==> config.mk <==
export PLATFORM = sky130hd
export DESIGN_NAME = data_pack_switch
export DESIGN_NICKNAME = d
export VERILOG_FILES = /design/src/rtl/data_pack_pkg.sv /design/src/rtl/pack_skid_fifo.sv /design/src/rtl/data_pack_switch.sv
export SDC_FILE = /design/constraint.sdc
export NUM_CORES = 1
export LEC_CHECK = 0
export BUFFER_PORTS_ARGS = -buffer_cell sky130_fd_sc_hd__buf_2
export CELL_PAD_IN_SITES_DETAIL_PLACEMENT = 1
export CELL_PAD_IN_SITES_GLOBAL_PLACEMENT = 2
export CORE_ASPECT_RATIO = 1.1
export CORE_MARGIN = 2
export CORE_UTILIZATION = 39
export CTS_BUF_LIST = sky130_fd_sc_hd__clkbuf_8
export DETAILED_ROUTE_END_ITERATION = 7
export PLACE_DENSITY = 0.79
export RECOVER_POWER = 50
export SYNTH_ARGS = -nofsm -noshare
export SYNTH_HDL_FRONTEND = slang
export SYNTH_SLANG_ARGS = --single-unit
==> constraint.sdc <==
create_clock -name Clk -period 3.2 [get_ports Clk]
set_input_delay 0 -clock Clk [delete_from_list [all_inputs] [get_ports Clk]]
set_output_delay 0 -clock Clk [all_outputs]
set_load 0.02 [all_outputs]
==> src/rtl/data_pack_pkg.sv <==
// Shared constants and helpers for the data packing switch: default marker
// and pad words, the entry-width computation and the partial-pack padder.
package data_pack_pkg;

    // Upper bounds for the generic padding helper. Any configuration must
    // satisfy WORD_W <= PACK_MAX_WORD_W and LANES <= PACK_MAX_LANES.
    localparam int PACK_MAX_WORD_W = 32;
    localparam int PACK_MAX_LANES  = 8;
    localparam int PACK_MAX_W      = PACK_MAX_WORD_W * PACK_MAX_LANES;

    localparam int          DEF_WORD_W = 12;
    localparam int          DEF_LANES  = 3;
    localparam logic [11:0] DEF_MARKER = 12'hEC5;
    localparam logic [11:0] DEF_FILL   = 12'hFFF;

    // Width of one FIFO entry: LANES words side by side, lane 0 in the LSBs.
    function automatic int out_width(input int word_w, input int lanes);
        return word_w * lanes;
    endfunction

    // Returns acc with every lane whose index is >= idx replaced by fill.
    // The loop bounds are constants, so this unrolls into a per-bit mux.
    function automatic logic [PACK_MAX_W-1:0] pad_pack(
        input logic [PACK_MAX_W-1:0]      acc,
        input int                         idx,
        input int                         word_w,
        input int                         lanes,
        input logic [PACK_MAX_WORD_W-1:0] fill
    );
        logic [PACK_MAX_W-1:0] r;
        r = acc;
        for (int l = 0; l < PACK_MAX_LANES; l++) begin
            for (int j = 0; j < PACK_MAX_WORD_W; j++) begin
                if (l < lanes && j < word_w && l >= idx) begin
                    r[l * word_w + j] = fill[j];
                end
            end
        end
        return r;
    endfunction

endpackage

==> src/rtl/pack_skid_fifo.sv <==
// Small register-array skid buffer: up to two pushes and one pop per cycle,
// with head, empty flag and free-slot count all derived from registers.
module pack_skid_fifo #(
    parameter int WIDTH = 36,
    parameter int DEPTH = 4
) (
    input  logic                       clk,
    input  logic                       rst_n,
    input  logic [1:0]                 push_cnt,
    input  logic [WIDTH-1:0]           push0,
    input  logic [WIDTH-1:0]           push1,
    input  logic                       pop,
    output logic [WIDTH-1:0]           head,
    output logic                       empty,
    output logic [$clog2(DEPTH):0]     free
);
    localparam int AW = $clog2(DEPTH);

    logic [WIDTH-1:0] mem [DEPTH];
    logic [AW-1:0]    wr_ptr_reg;
    logic [AW-1:0]    rd_ptr_reg;
    logic [AW:0]      count_reg;

    assign head  = mem[rd_ptr_reg];
    assign empty = (count_reg == '0);
    assign free  = (AW+1)'(DEPTH) - count_reg;

    // Storage writes; push0 always lands before push1 so entry order holds.
    always_ff @(posedge clk) begin
        if (push_cnt != 2'd0) begin
            mem[wr_ptr_reg] <= push0;
        end
        if (push_cnt == 2'd2) begin
            mem[wr_ptr_reg + AW'(1)] <= push1;
        end
    end

    // Pointer and occupancy bookkeeping; DEPTH is a power of two so pointers wrap.
    always_ff @(posedge clk or negedge rst_n) begin
        if (!rst_n) begin
            wr_ptr_reg <= '0;
            rd_ptr_reg <= '0;
            count_reg  <= '0;
        end else begin
            wr_ptr_reg <= wr_ptr_reg + AW'(push_cnt);
            if (pop) begin
                rd_ptr_reg <= rd_ptr_reg + AW'(1);
            end
            count_reg <= count_reg + (AW+1)'(push_cnt) - (AW+1)'(pop);
        end
    end

endmodule

==> src/rtl/data_pack_switch.sv <==
// Packs LANES data words per FIFO entry, emits headers as {header, MARKER},
// pads partial packs with FILL on header or flush, and drives the FIFO write
// port through a skid buffer that back-pressures the input.
module data_pack_switch
    import data_pack_pkg::*;
#(
    parameter int                WORD_W    = DEF_WORD_W,
    parameter int                LANES     = DEF_LANES,
    parameter logic [WORD_W-1:0] MARKER    = WORD_W'(DEF_MARKER),
    parameter logic [WORD_W-1:0] FILL      = WORD_W'(DEF_FILL),
    parameter int                OUT_DEPTH = 4
) (
    input  logic                          Clk,
    input  logic                          Reset,
    input  logic                          In_Valid,
    input  logic                          In_Is_Header,
    input  logic [(LANES-1)*WORD_W-1:0]   In_Data,
    output logic                          In_Ready,
    input  logic                          Flush,
    input  logic                          Full,
    output logic [LANES*WORD_W-1:0]       FifoIn,
    output logic                          winc_out,
    output logic [15:0]                   Entry_Count
);
    localparam int OUT_W = out_width(WORD_W, LANES);
    localparam int IDX_W = $clog2(LANES);
    localparam int CNT_W = $clog2(OUT_DEPTH) + 1;

    logic [OUT_W-1:0]  acc_reg, acc_next, acc_mid, pad_mid;
    logic [IDX_W-1:0]  idx_reg, idx_next, idx_mid;
    logic              pend_reg, pend_next;
    logic              alive_reg;
    logic              complete, accept, ready_ok, flush_req;
    logic [1:0]        push_cnt;
    logic [OUT_W-1:0]  push0, push1, hdr_entry, head;
    logic              empty, pop;
    logic [CNT_W-1:0]  free;
    logic [WORD_W-1:0] word;

    // Readiness comes only from registers: room for a worst-case double push,
    // out of reset, and no deferred flush waiting for space.
    assign ready_ok  = (free >= CNT_W'(2));
    assign In_Ready  = alive_reg && ready_ok && !pend_reg;
    assign accept    = In_Valid && In_Ready;
    assign word      = In_Data[WORD_W-1:0];
    assign hdr_entry = {In_Data, MARKER};
    assign flush_req = Flush || pend_reg;
    assign pop       = !Full && !empty;

    // Accumulator as it stands after any data word accepted this cycle.
    always_comb begin
        acc_mid  = acc_reg;
        idx_mid  = idx_reg;
        complete = 1'b0;
        if (accept && !In_Is_Header) begin
            acc_mid[idx_reg*WORD_W +: WORD_W] = word;
            if (idx_reg == IDX_W'(LANES-1)) begin
                complete = 1'b1;
            end else begin
                idx_mid = idx_reg + IDX_W'(1);
            end
        end
    end

    // Push selection: full pack, padded partial then header, or padded flush.
    // A flush that arrives without room is deferred until two slots are free.
    always_comb begin
        pad_mid   = OUT_W'(pad_pack(PACK_MAX_W'(acc_mid), int'(idx_mid), WORD_W, LANES,
                                    PACK_MAX_WORD_W'(FILL)));
        push_cnt  = 2'd0;
        push0     = '0;
        push1     = '0;
        acc_next  = acc_mid;
        idx_next  = idx_mid;
        pend_next = pend_reg;
        if (accept && In_Is_Header) begin
            if (idx_reg != '0) begin
                push_cnt = 2'd2;
                push0    = pad_mid;
                push1    = hdr_entry;
            end else begin
                push_cnt = 2'd1;
                push0    = hdr_entry;
            end
            acc_next  = '0;
            idx_next  = '0;
            pend_next = 1'b0;
        end else if (complete) begin
            push_cnt  = 2'd1;
            push0     = acc_mid;
            acc_next  = '0;
            idx_next  = '0;
            pend_next = 1'b0;
        end else if (flush_req) begin
            if (ready_ok) begin
                if (idx_mid != '0) begin
                    push_cnt = 2'd1;
                    push0    = pad_mid;
                end
                acc_next  = '0;
                idx_next  = '0;
                pend_next = 1'b0;
            end else begin
                pend_next = 1'b1;
            end
        end
    end

    // Packing state registers.
    always_ff @(posedge Clk or negedge Reset) begin
        if (!Reset) begin
            acc_reg   <= '0;
            idx_reg   <= '0;
            pend_reg  <= 1'b0;
            alive_reg <= 1'b0;
        end else begin
            acc_reg   <= acc_next;
            idx_reg   <= idx_next;
            pend_reg  <= pend_next;
            alive_reg <= 1'b1;
        end
    end

    pack_skid_fifo #(
        .WIDTH (OUT_W),
        .DEPTH (OUT_DEPTH)
    ) u_skid (
        .clk      (Clk),
        .rst_n    (Reset),
        .push_cnt (push_cnt),
        .push0    (push0),
        .push1    (push1),
        .pop      (pop),
        .head     (head),
        .empty    (empty),
        .free     (free)
    );

    // Registered FIFO write port; everything freezes while downstream is full.
    always_ff @(posedge Clk or negedge Reset) begin
        if (!Reset) begin
            FifoIn      <= '0;
            winc_out    <= 1'b0;
            Entry_Count <= '0;
        end else if (!Full) begin
            winc_out <= !empty;
            if (!empty) begin
                FifoIn <= head;
                if (Entry_Count != 16'hFFFF) begin
                    Entry_Count <= Entry_Count + 16'd1;
                end
            end
        end
    end

    no_overflow: assert property (@(posedge Clk) disable iff (!Reset)
                                  (push_cnt != 2'd0) |-> ready_ok);

endmodule
Yosys cells after proc, flatten, opt, wreduce, memory -nomap -nowiden
Memory sizes are Yosys's and may differ from the RTL's. A register that Yosys moved wholly into a read port is not among the register bits.
Index checks and enable logic that the tools add are counted.
{ "op_classes": {"n_bitwise": 2, "muxes": 72, "add_sub_neg": 9, "n_reduce_logical": 19, "eq_ne": 3, "order_cmp": 4, "n_mul": 1, "shifts": 2} }
{ "op_table": {"columns": ["op", "n"], "rows": [
  ["36-bit 2-to-1 mux", 13],
  ["1-bit 2-to-1 mux", 50],
  ["36-bit bitwise mux", 1],
  ["12-bit by 34-bit variable shift with 36-bit output, first input constant", 1],
  ["12-bit by 34-bit variable part select with 36-bit output", 1],
  ["6-bit negator with 34-bit output", 1],
  ["16-bit by 1-bit adder with 16-bit output, second input constant", 1],
  ["2-bit 2-to-1 mux", 8],
  ["16-bit inequality test, second input constant", 1],
  ["2-bit by 1-bit adder with 2-bit output, second input constant", 3],
  ["1-bit logical AND", 6],
  ["2-bit nonzero test", 3],
  ["1-bit logical NOT", 5],
  ["2-bit == test, second input constant", 2],
  ["1-bit by 2-bit greater-or-equal comparator with 1-bit output, first input constant", 2],
  ["2-bit by 2-bit multiplier with 4-bit output, second input constant", 1],
  ["3-bit by 2-bit adder with 3-bit output", 1],
  ["3-bit by 2-bit greater-or-equal comparator with 1-bit output, second input constant", 1],
  ["3-bit logical NOT", 1],
  ["3-bit AND reduction", 1],
  ["3-bit nonzero test", 1],
  ["3-bit by 1-bit subtractor with 3-bit output", 1],
  ["3-bit subtractor, first input constant", 1],
  ["2-bit adder", 1],
  ["other kinds (4)", 5]
]} }
{ "word_totals": {"mem_bits_rw": 144, "register_bits": 64, "out_inout_bits": 54, "mem_count": 1, "wordCells": 122} }
{ "memory_table": {"columns": ["memory", "depth", "width", "rd", "rd_ports_with_merged_regs", "wr", "line_no", "text"], "rows": [
  ["u_skid.mem", 4, 36, 1, 1, 2, "pack_skid_fifo.sv:19", "logic [WIDTH-1:0] mem [DEPTH];"]
]} }

Longest topological paths before layout
Gate-level depths: netlist of run 1.
{ "logic_depth": {"ltp_word": 16, "ltp_mapped": 13} }

Modules after synthesis
A second synthesis of run 1 with hierarchy kept.
{ "hier_totals": {"cells_unflattened": 958, "hier_area_um2": 12733.5} }
{ "modules_own_cells": {"columns": ["mod", "n_inst", "area_each_um2", "cells_per_inst"], "rows": [
  ["pack_skid_fifo", 1, 7370.8, 390],
  ["data_pack_switch", 1, 5362.6, 568]
]} }

Worst setup path after synthesis of run 1
OpenSTA, ideal clock, no wires.
{ "synth_path": {"path_type": "register -> register", "from": "register idx_reg[0]", "to": "memory u_skid.mem[2][0], enable pin", "arrival_ns": 2.855, "path_buffers": 4, "path_stages_with_launch": 11, "setup_slack_ns": -0.126, "synth_period_minus_slack_ns": 3.326, "setup_time_ns": 0.471, "required_ns": 2.729, "path_cell_list": "dfrtp_1 clkbuf_1 clkbuf_1 inv_1 ha_1 clkbuf_1 nor2_1 a211oi_1 o21ai_1 clkbuf_1 nand2_1"} }
{ "synth_rtl": {"columns": ["item", "line_no", "text"], "rows": [
  ["start, declared", "data_pack_switch.sv:30", "logic [IDX_W-1:0] idx_reg, idx_next, idx_mid;"],
  ["start signal, assigned", "data_pack_switch.sv:118", "idx_reg <= idx_next;"],
  ["end, declared", "pack_skid_fifo.sv:19", null]
]} }

==> results of run 1 <==
worst max-delay path, stage by stage (launching register included):
cell	delay (ps)
sky130_fd_sc_hd__dfrtp_1	330
sky130_fd_sc_hd__inv_1	70
sky130_fd_sc_hd__ha_1	200
sky130_fd_sc_hd__ha_1	270
sky130_fd_sc_hd__nor3b_2	170
sky130_fd_sc_hd__buf_4	190
sky130_fd_sc_hd__a211oi_1	380
sky130_fd_sc_hd__o21ai_2	90
sky130_fd_sc_hd__nand2_1	440
sky130_fd_sc_hd__clkbuf_4	550
cells in the final DEF (no fill, tap or decap), types with 15 or more instances in the layout:
cell type and count:
sky130_fd_sc_hd__a22oi_1 48, sky130_fd_sc_hd__buf_4 49, sky130_fd_sc_hd__buf_2 28, sky130_fd_sc_hd__o32ai_1 25, sky130_fd_sc_hd__o21ai_0 89, sky130_fd_sc_hd__o21ai_1 16, sky130_fd_sc_hd__dlygate4sd3_1 27, sky130_fd_sc_hd__a21oi_1 17
sky130_fd_sc_hd__nor2b_1 19, sky130_fd_sc_hd__nor2_1 90, sky130_fd_sc_hd__nand2_1 74, sky130_fd_sc_hd__inv_1 25, sky130_fd_sc_hd__clkbuf_8 46, sky130_fd_sc_hd__edfxtp_1 124, sky130_fd_sc_hd__dfxtp_1 20, sky130_fd_sc_hd__mux2_2 46
sky130_fd_sc_hd__mux4_2 36, sky130_fd_sc_hd__dfrtp_1 98, sky130_fd_sc_hd__nor3_1 26, sky130_fd_sc_hd__clkbuf_1 55, sky130_fd_sc_hd__o2bb2ai_1 15
what timing repair did:
item	CTS	global route
pin swaps	0	0
setup buffers	0	0
setup endpoints to repair	3	36
gates resized for setup	1	9
hold endpoints to repair	154	0
hold buffers	27	0
where the power goes:
part | internal, uW | total [uW] | switching, uW
clock network | 1580 | 2900 | 1320
registers | 3970 | 4440 | 468
logic | 1590 | 4190 | 2610
total | 7140 | 11500 | 4390
per-stage QoR:
step                 util  TNS [ps]  worst slack (ps)  instance area (sq um)  total power (uW)
finish              0.464         0               139                  14600             11500
global route        0.464         0              32.1                  14600             12100
CTS                 0.466         0               113                  14700             11700
detailed placement  0.431      -324              -116                  13600              8730
global placement    0.431      -162             -64.8                  13600              8590
floorplan               -         0              10.8                  12600              7140
cells in the mapped netlist, drive strengths merged (9+ instances only):
cell	n
edfxtp	124
o21ai	106
dfrtp	100
nor2	95
nand2	76
mux2	50
a22oi	48
clkbuf	46
buf	41
mux4	36
nor3	34
o32ai	25
inv	22
a21oi	20
dfxtp	20
nor2b	19
o2bb2ai	15
and2	14
nand4	14
a221oi	13
o211ai	13
ha	11
a31oi	10
and3	10
nand2b	10
xor2	10
nand3	9
xnor2	9
cell families (layout without fill, tap and decap cells):
| family | Yosys count | after routing |
|---|---|---|
| DFF | 244 | 244 |
| other | 1 | 1 |
| adders and majority gates | 12 | 12 |
| xor gates and xnor gates | 19 | 19 |
| buffers and inverters | 109 | 268 |
| muxes | 94 | 94 |
| and+or+nand+nor | 311 | 311 |
| AOI/OAI and AO/OA | 296 | 296 |
final cells by class:
type	instances	area (sq um)	area share
clock inverter	32	216	0.0148
sequential	244	6630	0.453
inverter	22	86.3	0.00590
tap	420	526	0.0359
timing repair buffer	168	1090	0.0746
multi-input combinational	733	5460	0.373
clock buffer	46	633	0.0432
routing by layer:
layer / global-route usage / wire, um
met1: 0.316 / 17200
met2: 0.423 / 20100
met3: 0.0420 / 2460
met4: 0.104 / 1610
met5: 0 / 0
path summary, 6_finish.rpt:
check                                                   start                             end  slack [ps]
worst max-delay path            u_skid.count_reg[0]$_DFF_PN0_      u_skid.mem[2][2]$_DFFE_PP_         140
worst min-delay path                             In_Is_Header  u_skid.wr_ptr_reg[0]$_DFF_PN0_         190
worst max register to register  u_skid.count_reg[0]$_DFF_PN0_      u_skid.mem[2][2]$_DFFE_PP_         140
worst min register to register  u_skid.mem[3][8]$_SDFFE_PP0N_   u_skid.mem[3][8]$_SDFFE_PP0N_         460
max in group asynchronous                               Reset   u_skid.count_reg[2]$_DFF_PN0_         760
min in group asynchronous                               Reset           FifoIn[7]$_DFFE_PN0P_         310
==> impl_metrics.ini, run 1 <==
[drt]
post_drt_wl_per_cell_um = 24.8
drt_total_wl_mm = 41.4
first_pass_iters = 5
num_vias = 9882
antenna_violating_nets_post_route = 0
drtIter0Drc = 639
detail_route.drc_violations = 0
post_dr_vias_cell = 5.94

[sta]
max_freq_ghz = 0.327
slew-limit-headroom = 0.0159
slew_violations = 0
timing.final.hold_violations = 0
rsz0062_at_grt = false
fin_skew_ps = 13.1
timing.final.crit_period_ps = 3060
timing.final.crit_share = 0.957
finalSetupViolations = 0
holdWs_ps = 192
worst_margin_pin_slew_ps = 1480

[logic_synthesis]
count_of_flip_flops_with_a_built_in_enable_after_synthesis = 124
post_synth_fa_ha_maj_area_fraction = 0.0126
synthMuxAreaShare = 0.117
yosys_most_used_dff = sky130_fd_sc_hd__edfxtp_1
synth_async_sr_flop_share = 0.410
synthesis.area_per_instance_sq_um = 11.6
postSynthNetCount = 1128
synth_compound_area_frac = 0.162
syn_area_sq_um = 12500
dominant_combinational_cell_family_by_area_after_synthesis = compound AO/OA/AOI/OAI gates
synth_area_leaders = sky130_fd_sc_hd__edfxtp_1 30%, sky130_fd_sc_hd__dfrtp_1 20%, sky130_fd_sc_hd__mux4_2 6.5%
fraction_of_the_yosys_area_taken_by_sequential_cells = 0.528
synth_warnings = 0
synth_top_cell_by_area = sky130_fd_sc_hd__edfxtp_1
post_synth_xor_xnor_area = 0.0133
synth.lib_cells_used.distinct = 75
synth_cells = 1086
synthDominantCellAreaShare = 0.297
synth-seq-cells = 244
synthSimpleGateAreaFrac = 0.126

[global_routing]
first_global_vias = 10599
largest_net_degree_at_the_start_of_global_routing = 53
grt.total_usage = 0.249
grt_first_pass_wirelength_mm = 63.6
grt_overflow = 0
antenna_violations_before_repair = 0

[clock_tree]
clk_path_buf_depth = 3
cts_tree = done
clock_tree.htree_level_count = 2
clk_transition_reported_paths_ps = 60
worstSkewPairLatency_ps = 560
clkSinkCount = 244
ctsRootBufferMaster = sky130_fd_sc_hd__clkbuf_8
cts-buffers-inserted = 43

[final_layout]
nNetsFinal = 1254
insertedDiodeCount = 0
areaGrowthSynthToFinish_pct = 16.7
instances_no_fill = 1665
drive_above_1_share = 0.216
filler_cell_count = 3398
largest_register_ffs = 144

[pwr]
ir_drop_mv = 0.355
power_per_cell_area_nw_per_um2 = 788
power.static_leakage_uw = 0.00530

[placed_design]
dpl.cell_count = 1560
port-buffer-count = 83
place.gp.congestion = 0.859
place_hpwl_mm = 27.5

[critical_path]
worstPathArrival_ps = 3260
setup.worst_path.start_class = flop
critPathMaxFanout = 23
worstPathRequired_ps = 3400
ff2ff_path_depth = 9
cp-end-kind = flop
criticalPathCategory = flop to flop

[floorplanning]
floorplan.die.width_um = 175
placement_rows = 68
floorplan.io_pins = 84
core_area_sq_um = 31600
floorplan.initialDensity = 0.397
die_h_um = 192
dieArea_sq_um = 33600

[flow_run]
cap_viol_max_count = 0

[worst_hold_path]
worst_hold_path_type = primary input to flop
hold_critical_path_depth = 4

[run_status]
outcome = completed
No activity file was read; power rests on OpenSTA's default activity.
==> run 2, diff against run 1 <==
Settings changed: BUFFER_PORTS_ARGS -buffer_cell sky130_fd_sc_hd__buf_2 to -buffer_cell sky130_fd_sc_hd__buf_4.
==> run 2 against run 1 <==
Critical path type unchanged. Largest cell class unchanged. Hold slack got worse by 56 ps. Via count is essentially flat. Critical path depth grew 1. Highest routed layer unchanged. The flow now finishes with violations (capacitance limit, slew limit). Non-clock buffer count grew 5. First-iteration DRC count is 17% higher.
==> impl_metrics.ini, run 2 (synthesized netlist as in run 1, its figures left out) <==
[clock_tree]
clk_transition_reported_paths_ps = 70
cts_tree = done
clk_path_buf_depth = 3
cts-buffers-inserted = 43
clkSinkCount = 244
clock_tree.htree_level_count = 2
worstSkewPairLatency_ps = 600
cts_post_setup_buffers_inserted = 0
ctsRootBufferMaster = sky130_fd_sc_hd__clkbuf_8

[pwr]
ir_drop_mv = 0.545
power_per_cell_area_nw_per_um2 = 783
report.power.total_uw = 11500
power.static_leakage_uw = 0.00538

[placed_design]
place_hpwl_mm = 27.5
port-buffer-count = 83
dpl.cell_count = 1565
place.gp.congestion = 0.904

[floorplanning]
placement_rows = 68
floorplan.io_pins = 84
floorplan.initialDensity = 0.397
floorplan.die.width_um = 175
core_area_sq_um = 31600
die_h_um = 192
dieArea_sq_um = 33600

[sta]
slew_violations = 75
max_freq_ghz = 0.333
setup_tns_ps = 0
finalSetupViolations = 0
slew-limit-headroom = -0.350
timing.final.crit_share = 0.939
fin_skew_ps = 54.1
rsz0062_at_grt = false
worst_margin_pin_slew_ps = 2020
timing.final.hold_violations = 0
timing.final.crit_period_ps = 3010

[global_routing]
antenna_violations_before_repair = 0
first_global_vias = 10438
largest_net_degree_at_the_start_of_global_routing = 75
grt.total_usage = 0.248
grt_overflow = 0
grt_first_pass_wirelength_mm = 63.3

[drt]
num_vias = 9888
post_drt_wl_per_cell_um = 24.7
drt_total_wl_mm = 41.2
post_dr_vias_cell = 5.92
antenna_violating_nets_post_route = 0
drtIter0Drc = 750
first_pass_iters = 4
detail_route.drc_violations = 0

[final_layout]
ff_latch_area_sq_um = 6630
insertedDiodeCount = 0
filler_cell_count = 3409
areaGrowthSynthToFinish_pct = 17.3
largest_register_ffs = 144
layout.cells.most_common = sky130_fd_sc_hd__edfxtp_1
drive_above_1_share = 0.211
multi_input_comb_area_sq_um = 5430
nNetsFinal = 1259
layout_common_cells = 124 x sky130_fd_sc_hd__edfxtp_1, 98 x sky130_fd_sc_hd__dfrtp_1, 92 x sky130_fd_sc_hd__nor2_1
instances_no_fill = 1671

[critical_path]
cp-end-kind = flop
endpoint_of_the_most_critical_register_to_register_path = u_skid.mem[1][2]$_DFFE_PP_
worst_r2r_startpoint = u_skid.count_reg[0]$_DFF_PN0_
ff2ff_setup_slack_ps = 190
setup.worst_path.start_class = flop
critical_path.top_delay_family = buffers and inverters
critical-path-slowest-cell = sky130_fd_sc_hd__clkbuf_4
worstPathBufferInverterCount = 4
criticalPathCategory = flop to flop
ff2ff_path_depth = 10
worstPathArrival_ps = 3190
critPathMaxStageDelay_ps = 530
worst_path_cell_trace = inv_1 -> ha_1 -> ha_1 -> nor3b_2 -> or3_4 -> clkbuf_1 -> nand2_4 -> o211ai_1 -> inv_1 -> clkbuf_4
setup.worst_path.start = u_skid.count_reg[0]$_DFF_PN0_
worstPathRequired_ps = 3390
critPathMaxFanout = 31

[worst_hold_path]
worstHoldEndpoint = u_skid.mem[0][8]$_SDFFE_PP0P_
hold_start = In_Is_Header
worst_hold_path_type = primary input to flop
hold_critical_path_depth = 4

[run_status]
outcome = finished with violations
failing_checks = capacitance limit, slew limit

[flow_run]
cap_viol_max_count = 1
-- run 2: cell count changes in the layout (fill, tap and decap cells not counted), sizes merged --
cell | before | now
buf | 81 | 84
bufinv | 3 | 2
clkbuf | 106 | 111
clkinv | 22 | 9
clkinvlp | 3 | 2
inv | 26 | 39
-- run 2: worst max-delay path by stage --
stage	endpoint	slack (ps)	cells after the start
2_1_floorplan	u_skid.mem[3][0]$_DFFE_PP_	10	10
3_3_place_gp	u_skid.mem[2][2]$_DFFE_PP_	290	9
3_5_place_dp	u_skid.mem[2][2]$_DFFE_PP_	200	9
4_1_cts	u_skid.mem[2][2]$_DFFE_PP_	170	9
5_1_grt	u_skid.mem[0][2]$_DFFE_PP_	20	11
6_report	u_skid.mem[1][2]$_DFFE_PP_	190	10
-- run 2: what timing repair did --
| action | in CTS | in global routing |
|---|---|---|
| endpoints found under the setup margin | 0 | 12 |
| resized for setup | 0 | 5 |
| hold buffers | 27 | 0 |
| endpoints found under the hold margin | 184 | 0 |
-- run 2: worst reg2reg max path, delay by kind of cell, from the launching register on --
family                     cells  cell delay (ps)
adders and majority gates      2              480
and+or+nand+nor                3              770
DFF                            1              320
AOI/OAI and AO/OA              1              140
buffers and inverters          4              890
-- run 2: metal layers --
metal | vias to the layer above | GRT usage | part of all wire
met5 | - | 0 | 0
li1 | 4413 | - | -
met1 | 5060 | 0.316 | 0.42
met3 | 70 | 0.0402 | 0.060
met2 | 345 | 0.429 | 0.49
met4 | 0 | 0.0869 | 0.030
-- run 2: layout make-up --
class,count,share of cell area
sequential,244,0.450
multi-input combinational,733,0.369
timing repair buffer,173,0.0809
clock buffer,49,0.0458
tap,420,0.0357
clock inverter,30,0.0123
inverter,22,0.00587
-- run 2: power by group --
part / leakage [uW] / internal, uW / total [uW] / switching [uW]
clock network: 0.000504 / 1570 / 2920 / 1350
logic: 0.00239 / 1600 / 4180 / 2580
registers: 0.00248 / 3970 / 4420 / 445
total: 0.00538 / 7140 / 11500 / 4380
-- run 2: per-stage QoR --
stage | setup slack, ps | cell area [sq um] | util | hold WS (ps)
2_1_floorplan | 10.8 | 12600 | - | -296
3_3_place_gp | 291 | 13800 | 0.438 | 240
6_report | 194 | 14700 | 0.466 | 136
3_5_place_dp | 197 | 13800 | 0.438 | 246
4_1_cts | 169 | 14900 | 0.474 | 104
5_1_grt | 20.1 | 14700 | 0.466 | 178
==> run 3, diff against run 2 <==
Settings changed: PLACE_DENSITY 0.79 to 0.76.
==> run 3 against run 2 <==
The run now ends clean. Global-route usage is 0.59 points lower. Sequential power is 2% lower. Non-clock buffer count is 2 lower. Utilization is 0.059 points lower. Sequential share of layout area hardly changed. Via count is 1.1% lower.
==> impl_metrics.ini, run 3 (synthesized netlist as in run 1, its figures left out) <==
[sta]
worst_margin_pin_slew_ps = 1340
rsz0062_at_grt = true
timing.final.crit_period_ps = 3050
fin_skew_ps = 18.4
timing.final.crit_share = 0.954
fin_ws_ps = 149
finalSetupViolations = 0
max_freq_ghz = 0.328
slew_violations = 0
slew-limit-headroom = 0.108
timing.final.hold_violations = 0

[final_layout]
nNetsFinal = 1258
layout.cells.most_common = sky130_fd_sc_hd__edfxtp_1
fin_area_sq_um = 14700
layout_common_cells = 124 x sky130_fd_sc_hd__edfxtp_1, 99 x sky130_fd_sc_hd__dfrtp_1, 91 x sky130_fd_sc_hd__nor2_1
largest_register_ffs = 144
areaGrowthSynthToFinish_pct = 17.1
insertedDiodeCount = 0
drive_above_1_share = 0.208

[global_routing]
grt_first_pass_wirelength_mm = 62.2
grt_overflow = 0
largest_net_degree_at_the_start_of_global_routing = 52
first_global_vias = 10369
antenna_violations_before_repair = 0
grt.total_usage = 0.242

[drt]
drtIter0Drc = 698
num_vias = 9782
antenna_violating_nets_post_route = 0
post_dr_vias_cell = 5.85
post_drt_wl_per_cell_um = 23.8
detail_route.drc_violations = 0
drt_total_wl_mm = 39.8
first_pass_iters = 8

[flow_run]
cap_viol_max_count = 0

[floorplanning]
die_h_um = 192
floorplan.die.width_um = 175
floorplan.io_pins = 84
floorplan.initialDensity = 0.397
dieArea_sq_um = 33600
core_area_sq_um = 31600
placement_rows = 68

[critical_path]
critPathMaxFanout = 24
cp-end-kind = flop
setup.worst_path.start_class = flop
ff2ff_setup_slack_ps = 150
worstPathRequired_ps = 3410
criticalPathCategory = flop to flop
worstPathArrival_ps = 3270

[clock_tree]
clk_transition_reported_paths_ps = 60
cts_post_setup_buffers_inserted = 0
worstSkewPairLatency_ps = 580
clock_tree.htree_level_count = 2
ctsRootBufferMaster = sky130_fd_sc_hd__clkbuf_8
cts-buffers-inserted = 44
clkSinkCount = 244
clk_path_buf_depth = 3
cts_tree = done

[run_status]
outcome = completed

[placed_design]
place_hpwl_mm = 26.8
postPlaceCellArea_sq_um = 13800
port-buffer-count = 83
place.gp.congestion = 0.855
preCtsSetupSlack_ps = 133

[worst_hold_path]
worst_hold_path_type = primary input to flop

[pwr]
power.static_leakage_uw = 0.00537
ir_drop_mv = 0.338
power_per_cell_area_nw_per_um2 = 776
## run 3: stage by stage
stage / util / TNS, ps / instances / hold slack [ps] / power [uW]
floorplan: - / 0 / 1086 / -296 / 7140
global placement: 0.438 / 0 / 1563 / 89.9 / 8780
detailed placement: 0.438 / 0 / 1563 / 94.1 / 8870
CTS: 0.473 / 0 / 1672 / 3.40 / 11700
global route: 0.466 / -95.1 / 1672 / 158 / 12000
finish: 0.466 / 0 / 1672 / 87.1 / 11400
## run 3: path summary, 6_finish.rpt
kind / start / to / cells past startpoint
worst max-delay path: u_skid.count_reg[0]$_DFF_PN0_ / u_skid.mem[2][30]$_DFFE_PP_ / 10
worst min-delay path: In_Is_Header / u_skid.wr_ptr_reg[0]$_DFF_PN0_ / 4
worst max register to register: u_skid.count_reg[0]$_DFF_PN0_ / u_skid.mem[2][30]$_DFFE_PP_ / 10
worst min register to register: u_skid.mem[3][3]$_SDFFE_PP0N_ / u_skid.mem[3][3]$_SDFFE_PP0N_ / 1
max in group asynchronous: Reset / FifoIn[5]$_DFFE_PN0P_ / 4
min in group asynchronous: Reset / FifoIn[7]$_DFFE_PN0P_ / 2
## run 3: where the power goes
group	total [uW]	switching (uW)	internal (uW)
Sequential	4340	364	3970
Clock	2800	1330	1470
Combinational	4260	2650	1610
## run 3: area by class of cell
type / instances / area, sq um
sequential: 244 / 6630
clock inverter: 34 / 179
inverter: 22 / 86.3
fill: 3422 / 16900
clock buffer: 48 / 661
multi-input combinational: 733 / 5430
tap: 420 / 526
timing repair buffer: 171 / 1190
## run 3: what timing repair did
action,in CTS,in global routing
hold buffers,27,0
endpoints found under the setup margin,0,30
resized for setup,0,3
hold endpoints to repair,198,0
## run 3: metal layers
metal	global-route usage	vias to the layer above	share of wire
met2	0.410	312	0.48
met5	0	-	0
met1	0.319	4996	0.44
met3	0.0400	60	0.056
met4	0.0753	0	0.023
li1	-	4414	-
## run 3: worst max-delay path, cell delays in order, from the launching register on
cell and delay (ps):
sky130_fd_sc_hd__dfrtp_1 320, sky130_fd_sc_hd__inv_1 70, sky130_fd_sc_hd__ha_1 200, sky130_fd_sc_hd__ha_1 280, sky130_fd_sc_hd__nor3b_2 170, sky130_fd_sc_hd__buf_12 150
sky130_fd_sc_hd__nor3_1 300, sky130_fd_sc_hd__clkbuf_1 290, sky130_fd_sc_hd__nand2_1 160, sky130_fd_sc_hd__nand2_2 290, sky130_fd_sc_hd__buf_4 440
